File: src/rtl/pipe_stage_reg_pkg.sv
// pipe_stage_reg_pkg
//   Shared pipeline definitions: exception codes carried with each entry,
//   the default Tnew field width, the all-zero NOP payload and the
//   occupancy encoding used by the stage register.
package pipe_stage_reg_pkg;

    // Exception codes (MIPS Cause.ExcCode subset used by the pipeline)
    localparam logic [4:0] EXC_ADEL = 5'd4;   // address error on load/fetch
    localparam logic [4:0] EXC_ADES = 5'd5;   // address error on store
    localparam logic [4:0] EXC_OV   = 5'd12;  // arithmetic overflow

    localparam int unsigned TNEW_W_DEF = 2;

    // Wide enough for any supported payload; sliced to WIDTH by users.
    localparam int unsigned NOP_MAX_W = 1024;
    localparam logic [NOP_MAX_W-1:0] NOP_PAYLOAD = '0;

    typedef enum logic [1:0] {
        OCC_EMPTY = 2'd0,
        OCC_ONE   = 2'd1,
        OCC_FULL  = 2'd2
    } occ_e;

endpackage

File: src/rtl/pipe_stage_reg_if.sv
// pipe_stage_reg_if
//   Groups the upstream (in_*), downstream (out_*), flush and occupancy
//   signals of one pipeline stage register.
//   master : the surrounding pipeline (drives in_*, flush, out_ready)
//   slave  : the stage register itself
interface pipe_stage_reg_if #(
    parameter int unsigned WIDTH  = 128,
    parameter int unsigned TNEW_W = 2
);
    logic              in_valid;
    logic              in_ready;
    logic [WIDTH-1:0]  in_data;
    logic [TNEW_W-1:0] in_tnew;
    logic              in_exc;
    logic              in_slot;
    logic [4:0]        in_exccode;
    logic              flush;
    logic              out_valid;
    logic              out_ready;
    logic [WIDTH-1:0]  out_data;
    logic [TNEW_W-1:0] out_tnew;
    logic              out_exc;
    logic              out_slot;
    logic [4:0]        out_exccode;
    logic [1:0]        count;

    modport master (
        output in_valid, in_data, in_tnew, in_exc, in_slot, in_exccode,
        output flush, out_ready,
        input  in_ready, out_valid, out_data, out_tnew, out_exc, out_slot,
        input  out_exccode, count
    );

    modport slave (
        input  in_valid, in_data, in_tnew, in_exc, in_slot, in_exccode,
        input  flush, out_ready,
        output in_ready, out_valid, out_data, out_tnew, out_exc, out_slot,
        output out_exccode, count
    );
endinterface

File: src/rtl/pipe_entry_reg.sv
// pipe_entry_reg
//   One pipeline entry: {valid, data, tnew, exc, slot, exccode}.
//   Ports: clk, reset (async active-low), i_load (capture i_* and set
//   valid), i_clear (empty and zero all fields; wins over i_load),
//   i_data/i_tnew/i_exc/i_slot/i_exccode, o_* registered fields.
module pipe_entry_reg #(
    parameter int unsigned WIDTH  = 128,
    parameter int unsigned TNEW_W = 2
) (
    input  logic              clk,
    input  logic              reset,
    input  logic              i_load,
    input  logic              i_clear,
    input  logic [WIDTH-1:0]  i_data,
    input  logic [TNEW_W-1:0] i_tnew,
    input  logic              i_exc,
    input  logic              i_slot,
    input  logic [4:0]        i_exccode,
    output logic              o_valid,
    output logic [WIDTH-1:0]  o_data,
    output logic [TNEW_W-1:0] o_tnew,
    output logic              o_exc,
    output logic              o_slot,
    output logic [4:0]        o_exccode
);

    logic              r_valid;
    logic [WIDTH-1:0]  r_data;
    logic [TNEW_W-1:0] r_tnew;
    logic              r_exc;
    logic              r_slot;
    logic [4:0]        r_exccode;

    always_ff @(posedge clk or negedge reset) begin
        if (!reset) begin
            r_valid   <= 1'b0;
            r_data    <= '0;
            r_tnew    <= '0;
            r_exc     <= 1'b0;
            r_slot    <= 1'b0;
            r_exccode <= '0;
        end else if (i_clear) begin
            r_valid   <= 1'b0;
            r_data    <= '0;
            r_tnew    <= '0;
            r_exc     <= 1'b0;
            r_slot    <= 1'b0;
            r_exccode <= '0;
        end else if (i_load) begin
            r_valid   <= 1'b1;
            r_data    <= i_data;
            r_tnew    <= i_tnew;
            r_exc     <= i_exc;
            r_slot    <= i_slot;
            r_exccode <= i_exccode;
        end
    end

    assign o_valid   = r_valid;
    assign o_data    = r_data;
    assign o_tnew    = r_tnew;
    assign o_exc     = r_exc;
    assign o_slot    = r_slot;
    assign o_exccode = r_exccode;

endmodule

File: src/rtl/pipe_stage_reg.sv
// pipe_stage_reg
//   Two-entry (head + skid) pipeline stage register with registered
//   in_ready, flush, Tnew decrement on capture and NOP output when empty.
//   Ports: clk, reset (async active-low), bus (pipe_stage_reg_if.slave:
//   in_valid/in_ready/in_data/in_tnew/in_exc/in_slot/in_exccode, flush,
//   out_valid/out_ready/out_data/out_tnew/out_exc/out_slot/out_exccode,
//   count).
module pipe_stage_reg
    import pipe_stage_reg_pkg::*;
#(
    parameter int unsigned WIDTH    = 128,
    parameter int unsigned TNEW_W   = TNEW_W_DEF,
    parameter int unsigned TNEW_DEC = 1
) (
    input  logic                  clk,
    input  logic                  reset,
    pipe_stage_reg_if.slave       bus
);

    localparam logic [TNEW_W-1:0] DEC = TNEW_W'(TNEW_DEC);

    occ_e              r_occ, w_occ_nxt;
    logic              r_in_ready, w_in_ready_nxt;

    logic              w_accept, w_release;
    logic [TNEW_W-1:0] w_tnew_cap;

    logic              w_head_valid, w_head_exc, w_head_slot;
    logic [WIDTH-1:0]  w_head_data;
    logic [TNEW_W-1:0] w_head_tnew;
    logic [4:0]        w_head_exccode;

    logic              w_skid_valid, w_skid_exc, w_skid_slot;
    logic [WIDTH-1:0]  w_skid_data;
    logic [TNEW_W-1:0] w_skid_tnew;
    logic [4:0]        w_skid_exccode;

    logic              w_head_from_skid, w_head_from_in;
    logic              w_head_load, w_head_clear;
    logic              w_skid_load, w_skid_clear;
    logic [WIDTH-1:0]  w_hd_data;
    logic [TNEW_W-1:0] w_hd_tnew;
    logic              w_hd_exc, w_hd_slot;
    logic [4:0]        w_hd_exccode;

    assign w_accept   = bus.in_valid & r_in_ready;
    assign w_release  = w_head_valid & bus.out_ready;
    assign w_tnew_cap = (bus.in_tnew > DEC) ? (bus.in_tnew - DEC) : '0;

    // Entry steering. in_ready is "skid empty", so an accept never
    // coincides with a full skid; the skid therefore only refills when the
    // head is held.
    always_comb begin
        w_head_from_skid = w_release & w_skid_valid;
        w_head_from_in   = w_accept & (~w_head_valid | w_release);
        w_head_load      = ~bus.flush & (w_head_from_skid | w_head_from_in);
        w_head_clear     = bus.flush | (w_release & ~w_head_from_skid & ~w_head_from_in);
        w_skid_load      = ~bus.flush & w_accept & w_head_valid & ~w_release;
        w_skid_clear     = bus.flush | w_head_from_skid;

        w_hd_data    = bus.in_data;
        w_hd_tnew    = w_tnew_cap;
        w_hd_exc     = bus.in_exc;
        w_hd_slot    = bus.in_slot;
        w_hd_exccode = bus.in_exccode;
        if (w_head_from_skid) begin
            w_hd_data    = w_skid_data;
            w_hd_tnew    = w_skid_tnew;
            w_hd_exc     = w_skid_exc;
            w_hd_slot    = w_skid_slot;
            w_hd_exccode = w_skid_exccode;
        end
    end

    pipe_entry_reg #(.WIDTH(WIDTH), .TNEW_W(TNEW_W)) u_head (
        .clk       (clk),
        .reset     (reset),
        .i_load    (w_head_load),
        .i_clear   (w_head_clear),
        .i_data    (w_hd_data),
        .i_tnew    (w_hd_tnew),
        .i_exc     (w_hd_exc),
        .i_slot    (w_hd_slot),
        .i_exccode (w_hd_exccode),
        .o_valid   (w_head_valid),
        .o_data    (w_head_data),
        .o_tnew    (w_head_tnew),
        .o_exc     (w_head_exc),
        .o_slot    (w_head_slot),
        .o_exccode (w_head_exccode)
    );

    pipe_entry_reg #(.WIDTH(WIDTH), .TNEW_W(TNEW_W)) u_skid (
        .clk       (clk),
        .reset     (reset),
        .i_load    (w_skid_load),
        .i_clear   (w_skid_clear),
        .i_data    (bus.in_data),
        .i_tnew    (w_tnew_cap),
        .i_exc     (bus.in_exc),
        .i_slot    (bus.in_slot),
        .i_exccode (bus.in_exccode),
        .o_valid   (w_skid_valid),
        .o_data    (w_skid_data),
        .o_tnew    (w_skid_tnew),
        .o_exc     (w_skid_exc),
        .o_slot    (w_skid_slot),
        .o_exccode (w_skid_exccode)
    );

    // Occupancy state register
    always_ff @(posedge clk or negedge reset) begin
        if (!reset) begin
            r_occ      <= OCC_EMPTY;
            r_in_ready <= 1'b1;
        end else begin
            r_occ      <= w_occ_nxt;
            r_in_ready <= w_in_ready_nxt;
        end
    end

    // Occupancy next state; flush dominates accept and release
    always_comb begin
        w_occ_nxt = r_occ;
        if (bus.flush) begin
            w_occ_nxt = OCC_EMPTY;
        end else begin
            unique case (r_occ)
                OCC_EMPTY: if (w_accept) w_occ_nxt = OCC_ONE;
                OCC_ONE: begin
                    if (w_accept && !w_release)      w_occ_nxt = OCC_FULL;
                    else if (!w_accept && w_release) w_occ_nxt = OCC_EMPTY;
                end
                OCC_FULL:  if (w_release) w_occ_nxt = OCC_ONE;
                default:   w_occ_nxt = OCC_EMPTY;
            endcase
        end
        // in_ready mirrors the skid valid bit it will have after this edge
        w_in_ready_nxt = ~(w_skid_load | (w_skid_valid & ~w_skid_clear));
    end

    // Outputs: an empty stage presents an all-zero NOP entry
    always_comb begin
        bus.in_ready    = r_in_ready;
        bus.count       = r_occ;
        bus.out_valid   = w_head_valid;
        bus.out_data    = NOP_PAYLOAD[WIDTH-1:0];
        bus.out_tnew    = '0;
        bus.out_exc     = 1'b0;
        bus.out_slot    = 1'b0;
        bus.out_exccode = '0;
        if (w_head_valid) begin
            bus.out_data    = w_head_data;
            bus.out_tnew    = w_head_tnew;
            bus.out_exc     = w_head_exc;
            bus.out_slot    = w_head_slot;
            bus.out_exccode = w_head_exccode;
        end
    end

endmodule

File: src/flat_wrapper.sv
// flat-port wrapper written by rule: the top's interface ports become plain ports
module pipe_stage_reg_flat import pipe_stage_reg_pkg::*;
#(
    parameter int unsigned WIDTH    = 128,
    parameter int unsigned TNEW_W   = TNEW_W_DEF,
    parameter int unsigned TNEW_DEC = 1
)
  (clk, reset, bus_in_valid, bus_in_data, bus_in_tnew, bus_in_exc, bus_in_slot, bus_in_exccode, bus_flush, bus_out_ready, bus_in_ready, bus_out_valid, bus_out_data, bus_out_tnew, bus_out_exc, bus_out_slot, bus_out_exccode, bus_count);
  pipe_stage_reg_if #(.WIDTH(WIDTH), .TNEW_W(TNEW_W)) bus_i ();
  input  logic clk;
  input  logic reset;
  input wire logic [$bits(bus_i.in_valid)-1:0] bus_in_valid;
  input wire logic [$bits(bus_i.in_data)-1:0] bus_in_data;
  input wire logic [$bits(bus_i.in_tnew)-1:0] bus_in_tnew;
  input wire logic [$bits(bus_i.in_exc)-1:0] bus_in_exc;
  input wire logic [$bits(bus_i.in_slot)-1:0] bus_in_slot;
  input wire logic [$bits(bus_i.in_exccode)-1:0] bus_in_exccode;
  input wire logic [$bits(bus_i.flush)-1:0] bus_flush;
  input wire logic [$bits(bus_i.out_ready)-1:0] bus_out_ready;
  output wire logic [$bits(bus_i.in_ready)-1:0] bus_in_ready;
  output wire logic [$bits(bus_i.out_valid)-1:0] bus_out_valid;
  output wire logic [$bits(bus_i.out_data)-1:0] bus_out_data;
  output wire logic [$bits(bus_i.out_tnew)-1:0] bus_out_tnew;
  output wire logic [$bits(bus_i.out_exc)-1:0] bus_out_exc;
  output wire logic [$bits(bus_i.out_slot)-1:0] bus_out_slot;
  output wire logic [$bits(bus_i.out_exccode)-1:0] bus_out_exccode;
  output wire logic [$bits(bus_i.count)-1:0] bus_count;
  assign bus_i.in_valid = bus_in_valid;
  assign bus_i.in_data = bus_in_data;
  assign bus_i.in_tnew = bus_in_tnew;
  assign bus_i.in_exc = bus_in_exc;
  assign bus_i.in_slot = bus_in_slot;
  assign bus_i.in_exccode = bus_in_exccode;
  assign bus_i.flush = bus_flush;
  assign bus_i.out_ready = bus_out_ready;
  assign bus_in_ready = bus_i.in_ready;
  assign bus_out_valid = bus_i.out_valid;
  assign bus_out_data = bus_i.out_data;
  assign bus_out_tnew = bus_i.out_tnew;
  assign bus_out_exc = bus_i.out_exc;
  assign bus_out_slot = bus_i.out_slot;
  assign bus_out_exccode = bus_i.out_exccode;
  assign bus_count = bus_i.count;
  pipe_stage_reg #(.WIDTH(WIDTH), .TNEW_W(TNEW_W), .TNEW_DEC(TNEW_DEC)) u_core (.clk(clk), .reset(reset), .bus(bus_i));
endmodule
File: config.mk
export PLATFORM = sky130hd
export DESIGN_NAME = pipe_stage_reg_flat
export DESIGN_NICKNAME = d
export VERILOG_FILES = /design/src/rtl/pipe_stage_reg_pkg.sv /design/src/rtl/pipe_stage_reg_if.sv /design/src/rtl/pipe_entry_reg.sv /design/src/rtl/pipe_stage_reg.sv /design/src/flat_wrapper.sv
export SDC_FILE = /design/constraint.sdc
export NUM_CORES = 1
export LEC_CHECK = 0
export BUFFER_PORTS_ARGS = -buffer_cell sky130_fd_sc_hd__buf_2
export CORE_MARGIN = 2
export CORE_UTILIZATION = 35
export CTS_BUF_LIST = sky130_fd_sc_hd__clkbuf_16
export CTS_CLUSTER_SIZE = 16
export DETAILED_ROUTE_END_ITERATION = 16
export GPL_TIMING_DRIVEN = 0
export PLACE_DENSITY_LB_ADDON = 0.25
export SETUP_SLACK_MARGIN = 0.2
export SYNTH_ARGS = -nofsm -noshare
export SYNTH_HDL_FRONTEND = slang
export SYNTH_SLANG_ARGS = --single-unit
File: constraint.sdc
create_clock -name clk -period 1.8 [get_ports clk]
set_clock_uncertainty 0.2 [all_clocks]
set_input_delay 0.18 -clock clk [delete_from_list [all_inputs] [get_ports clk]]
set_output_delay 0.18 -clock clk [all_outputs]
set_load 0.01 [all_outputs]
Word-level counts from Yosys, hierarchy flattened
Index checks and enable logic that the tools add are counted.
Widths: inputs -> output; s select.
{"block": "word_totals", "register_bits": 279, "in_bits": 142}
{"block": "classes", "n_lt_le_gt_ge": 1, "n_eq_ne": 5, "n_addsub": 1, "reduce_logical": 8, "n_mux": 41, "n_bitwise": 23}
{"op": "$mux 128", "n": 6}
{"op": "$mux 5", "n": 6}
{"op": "$mux 2", "n": 12}
{"op": "$mux 1", "n": 16}
{"op": "$and 1x1->1", "n": 11}
{"op": "$not 1->1", "n": 7}
{"op": "$ne 3x2->1 const B", "n": 2}
{"op": "$pmux 2 s3", "n": 1}
{"op": "$or 1x1->1", "n": 5}
{"op": "$ne 4x2->1 const B", "n": 1}
{"op": "$reduce_bool 2->1", "n": 2}
{"op": "$reduce_and 3->1", "n": 1}
{"op": "$eq 2x1->1 const B", "n": 1}
{"op": "$eq 2x2->1 const B", "n": 1}
{"op": "$gt 2x1->1 const B", "n": 1}
{"op": "$logic_and 1x1->1", "n": 2}
{"op": "$logic_not 1->1", "n": 2}
{"op": "$logic_not 2->1", "n": 1}
{"op": "$sub 2x1->2 const B", "n": 1}

Longest topological paths before layout
{"block": "depth", "word_depth": 7, "depth_mapped": 7, "depth_no_buf": 3}

Hierarchy
Synthesis repeated with hierarchy kept, for this count alone.
{"block": "hier_totals", "hier_cells": 1221, "area_unflattened_um2": 14777.9}
{"mod": "pipe_entry_reg", "instances": 2, "seq_area_each_um2": 3453.3, "area_per_inst_um2": 5686.7, "cells_per_inst": 445}
{"mod": "pipe_stage_reg", "instances": 1, "seq_area_each_um2": 76.3, "area_per_inst_um2": 3404.5, "cells_per_inst": 331}

Worst setup path before layout
No wires, ideal clock.
{"block": "synth_timing", "kind": "reg-to-reg", "start": "register u_core.r_in_ready, in the netlist u_core.bus.in_ready", "end": "register u_core.u_head.r_data[100], in the netlist u_core.u_head.o_data[100]", "required_ps": 1501, "synth_period_minus_slack_ps": 1878, "slack_ps": -78, "arrival_time_ps": 1578, "n_path_buf": 3, "path_stages_with_launch": 7, "path_cell_list": "dfstp_2 -> buf_2 -> nand2_1 -> a31o_2 -> buf_2 -> buf_2 -> a311oi_1"}
{"block": "synth_between", "elab_chain_cells": 6, "elab_cells_between_ends": 9}
{"element": "start, declared", "line_no": "pipe_stage_reg.sv:23", "source": "logic r_in_ready, w_in_ready_nxt;"}
{"element": "start signal, assigned", "line_no": "pipe_stage_reg.sv:118", "source": "r_in_ready <= w_in_ready_nxt;"}
{"element": "$and 1x1->1 (*)", "line_no": "pipe_stage_reg.sv:46", "source": "assign w_accept = bus.in_valid & r_in_ready;"}
{"element": "$and 1x1->1 (*)", "line_no": "pipe_stage_reg.sv:55", "source": "w_head_from_in = w_accept & (~w_head_valid | w_release);"}
{"element": "$not 1->1", "line_no": "pipe_stage_reg.sv:57", "source": "w_head_clear = bus.flush | (w_release & ~w_head_from_skid & ~w_head_from_in);"}
{"element": "$and 1x1->1", "line_no": "pipe_stage_reg.sv:57"}
{"element": "$or 1x1->1", "line_no": "pipe_stage_reg.sv:57"}
{"element": "$mux 128 / $reduce_bool 2->1 (equally long branches)"}
{"element": "end signal, assigned", "line_no": "pipe_entry_reg.sv:51", "source": "r_data <= i_data;"}
{"element": "end, declared", "line_no": "pipe_entry_reg.sv:28", "source": "logic [WIDTH-1:0] r_data;"}
Every way passes the cells marked *; elsewhere a longest branch is shown, timed or not.
A chain may end at the register's enable or synchronous reset.

Worst setup path in the final report
{"block": "layout_timing", "start": "register u_core.u_head.r_valid, in the netlist u_core.u_head.o_valid", "end": "output port bus_out_data[75]"}
{"block": "layout_between", "elab_chain_cells": 1}
{"element": "start, declared", "line_no": "pipe_entry_reg.sv:27", "source": "logic r_valid;"}
{"element": "start signal, assigned", "line_no": "pipe_entry_reg.sv:36", "source": "r_valid <= 1'b0;"}
{"element": "start signal, assigned", "line_no": "pipe_entry_reg.sv:43", "source": "r_valid <= 1'b0;"}
{"element": "start signal, assigned", "line_no": "pipe_entry_reg.sv:50", "source": "r_valid <= 1'b1;"}
{"element": "$mux 128", "line_no": "pipe_stage_reg.sv:152", "source": "if (w_head_valid) begin"}
{"element": "end, declared", "line_no": "flat_wrapper.sv:22", "source": "output wire logic [$bits(bus_i.out_data)-1:0] bus_out_data;"}
Every way passes these cells.

==> results.py <==
metrics = {
    "outcome": {
        "status": "complete, but fails checks",
        "violations": "hold timing, setup timing",
    },
    "logic_synthesis": {
        "synth-seq-area-share": 0.523,
        "synth_ff_type": "dfrtp_1",
        "netlist_area_um2": 13300,
        "ys_ff_latch": 279,
        "syn_nets": 1441,
        "syn_area_per_cell_um2": 10.3,
        "synthesis.instances": 1299,
        "ys_types": 34,
        "synth_edf_count": 0,
        "ys_warn_count": 0,
        "synthArstFlopShare": 1.00,
    },
    "global_route": {
        "grt_max_degree": 103,
        "overflow": 0,
        "track_usage": 0.252,
        "grt_pass1_wl_mm": 76.5,
        "grt_pass1_vias": 13048,
        "antenna_found_initial": 4,
    },
    "drt": {
        "dr.pass1.iters": 7,
        "drc_errors": 0,
        "wirelength_mm": 53.6,
        "drt-initial-drc-count": 858,
        "num_vias": 13266,
        "antenna_left": 0,
        "routed_via_density": 5.64,
        "avgRoutedWirePerCell_um": 22.8,
    },
    "sta": {
        "finalWorstSetupSlack_ps": -317,
        "rsz0062_at_grt": "yes",
        "worst_pin_slew_ps": 889,
        "hold_viol_final": 102,
        "min_period_over_period": 1.18,
        "timing.hold.ws_ps": -508,
        "relSlewSlack": 0.407,
        "fin_crit_ps": 2120,
        "fin_tns_setup_ps": -78180,
        "report.final.slew_viol_count": 0,
        "fmax_mhz": 472,
        "setup_violations": 412,
    },
    "worst_setup_path": {
        "crit_arrival_ps": 1740,
        "worst_setup_path_startpoint": "u_core.u_head.o_valid",
        "r2r-start": "u_core.u_head.o_valid",
        "cp-end-kind": "primary output",
        "crit_path_max_fanout": 6,
        "start_kind": "flip-flop",
        "crit_type": "flip-flop to primary output",
        "required_ps": 1420,
        "ff2ff_path_depth": 9,
    },
    "place": {
        "portBuffers": 280,
        "dp_hpwl_mm": 33.1,
        "gp_congestion": 0.835,
    },
    "min_path": {
        "hp-class": "input pin to async pin",
    },
    "pwr": {
        "max-vdd-ir-drop_mv": 0.599,
        "cellPowerDensity_nw_per_um2": 800,
        "p_int_mw": 12.5,
        "switchingPower_mw": 4.58,
        "clkPwrFrac": 0.406,
        "p_sw_frac": 0.268,
        "comb_power_share": 0.196,
        "p_leak_nw": 9.46,
        "pwr-share-seq": 0.398,
    },
    "layout": {
        "final_nets": 1958,
        "drive_gt1_frac": 0.397,
        "fillers": 3221,
        "area_growth_pct": 60.2,
        "final_common_cell": "dfrtp_1",
        "final_cell_mix": "dfrtp_1 (276), nand2_1 (202), buf_2 (181)",
    },
    "floorplanning": {
        "initial_core_util": 0.355,
        "fp.dieH_um": 199,
        "die_x_um": 199,
        "die-area_um2": 39700,
        "io-pin-count": 283,
        "coreArea_um2": 37600,
        "rows": 71,
    },
    "clock_tree": {
        "clk_pin_slew_ps": 60,
        "insertion_delay_ps": 510,
        "root_buffer": "clkbuf_16",
        "cts.hold.buffers_added": 140,
        "clockBufferDepth": 3,
        "h-tree-depth": 2,
        "cts.sinks": 279,
        "cts_tree": "done",
        "cts-buffers-inserted": 35,
    },
    "job": {
        "drv_cap": 0,
    },
}
==> metal layers <==
layer / share of wire / GRT usage / up-vias
met1: 0.42 / 0.339 / 6634
met3: 0.071 / 0.0468 / 98
met2: 0.48 / 0.412 / 532
met4: 0.029 / 0.0790 / 2
met5: 0.00024 / 0 / -
li1: - / - / 6000
==> path summary, 6_finish.rpt <==
path	to	slack (ps)
worst max-delay path	bus_out_data[75]	-320
worst min-delay path	u_core.u_skid.o_data[28]	-510
worst max register to register	u_core.u_head.o_data[104]	-240
worst min register to register	u_core.u_head.o_data[91]	330
max in group asynchronous	u_core.u_head.o_data[100]	510
min in group clk	u_core.u_head.o_valid	-20
==> critical path: stages (launching register included) <==
cell,delay (ps)
dfrtp_2,440
buf_8,160
clkbuf_16,190
clkbuf_16,170
and2_4,150
buf_6,120
==> registers in the layout, indices dropped and copies added (netlist names) <==
register,flops
u_core.u_skid.o_data,128
u_core.u_skid.o_exccode,5
u_core.u_head.o_exccode,5
u_core.u_head.o_tnew,2
u_core.u_skid.o_valid,1
u_core.u_head.o_data,128
u_core.u_head.o_exc,1
u_core.u_head.o_slot,1
u_core.bus.count,2
u_core.u_skid.o_tnew,2
u_core.u_skid.o_exc,1
u_core.u_skid.o_slot,1
u_core.bus.in_ready,1
u_core.u_head.o_valid,1
==> power groups by stage <==
stage                     sequential (mW)  combinational [mW]  clock (mW)
after floorplan                      6.82                1.16           0
after global placement               6.87                2.05           0
after detailed placement             6.87                2.10           0
after CTS                            6.77                2.81        7.07
after global routing                 6.83                3.58        7.37
final                                6.80                3.35        6.95
==> per-stage QoR <==
step	utilization	cells	area (um2)	total power, mW	setup WS, ps
floorplan	-	1299	13500	7.98	29.4
CTS	0.524	2322	19700	16.7	-304
finish	0.569	2352	21400	17.1	-317
detailed placement	0.416	2092	15600	8.97	-852
global route	0.569	2351	21400	17.8	-338
global placement	0.414	2090	15600	8.91	-5060
==> layout make-up <==
type | instances | area, um2 | area share
sequential | 279 | 6990 | 0.327
multi-input combinational | 849 | 6320 | 0.296
timing repair buffer | 480 | 4420 | 0.207
buffer | 169 | 1880 | 0.0878
clock buffer | 37 | 926 | 0.0433
tap | 511 | 639 | 0.0299
clock inverter | 22 | 195 | 0.00913
inverter | 2 | 11.3 | 0.000527
antenna | 3 | 7.51 | 0.000351
==> cell families (layout without fill, tap and decap cells) <==
family | after synthesis | count (layout) | synth area share
compound gates | 495 | 495 | 0.286
simple gates | 353 | 353 | 0.128
flops | 279 | 279 | 0.523
buf+inv | 171 | 710 | 0.0620
xor+xnor | 1 | 1 | 0.000656
other cells | 0 | 3 | 0
==> timing repair <==
item	in CTS	in global routing
pin swaps	9	53
gates resized for setup	323	363
endpoints found under the setup margin	416	418
gates cloned	12	17
setup buffers	19	10
endpoints found under the hold margin	378	102
==> Yosys cell counts (2+ instances only) <==
| library cell | count | area share |
|---|---|---|
| nor2b_1 | 3 | 0.0014 |
| o2111ai_1 | 74 | 0.049 |
| o21ai_0 | 74 | 0.028 |
| a21oi_1 | 64 | 0.024 |
| a31o_2 | 2 | 0.0013 |
| a31oi_1 | 75 | 0.035 |
| dfrtp_1 | 278 | 0.52 |
| a311oi_2 | 2 | 0.0023 |
| inv_1 | 2 | 0.00056 |
| buf_2 | 61 | 0.023 |
| nand2_1 | 203 | 0.057 |
| buf_6 | 11 | 0.0093 |
| buf_4 | 7 | 0.0039 |
| a32o_1 | 137 | 0.10 |
| clkbuf_1 | 89 | 0.025 |
| a311oi_1 | 61 | 0.040 |
| nand2b_1 | 2 | 0.00094 |
| and2_1 | 138 | 0.065 |
(Power assumes the default switching activity.)
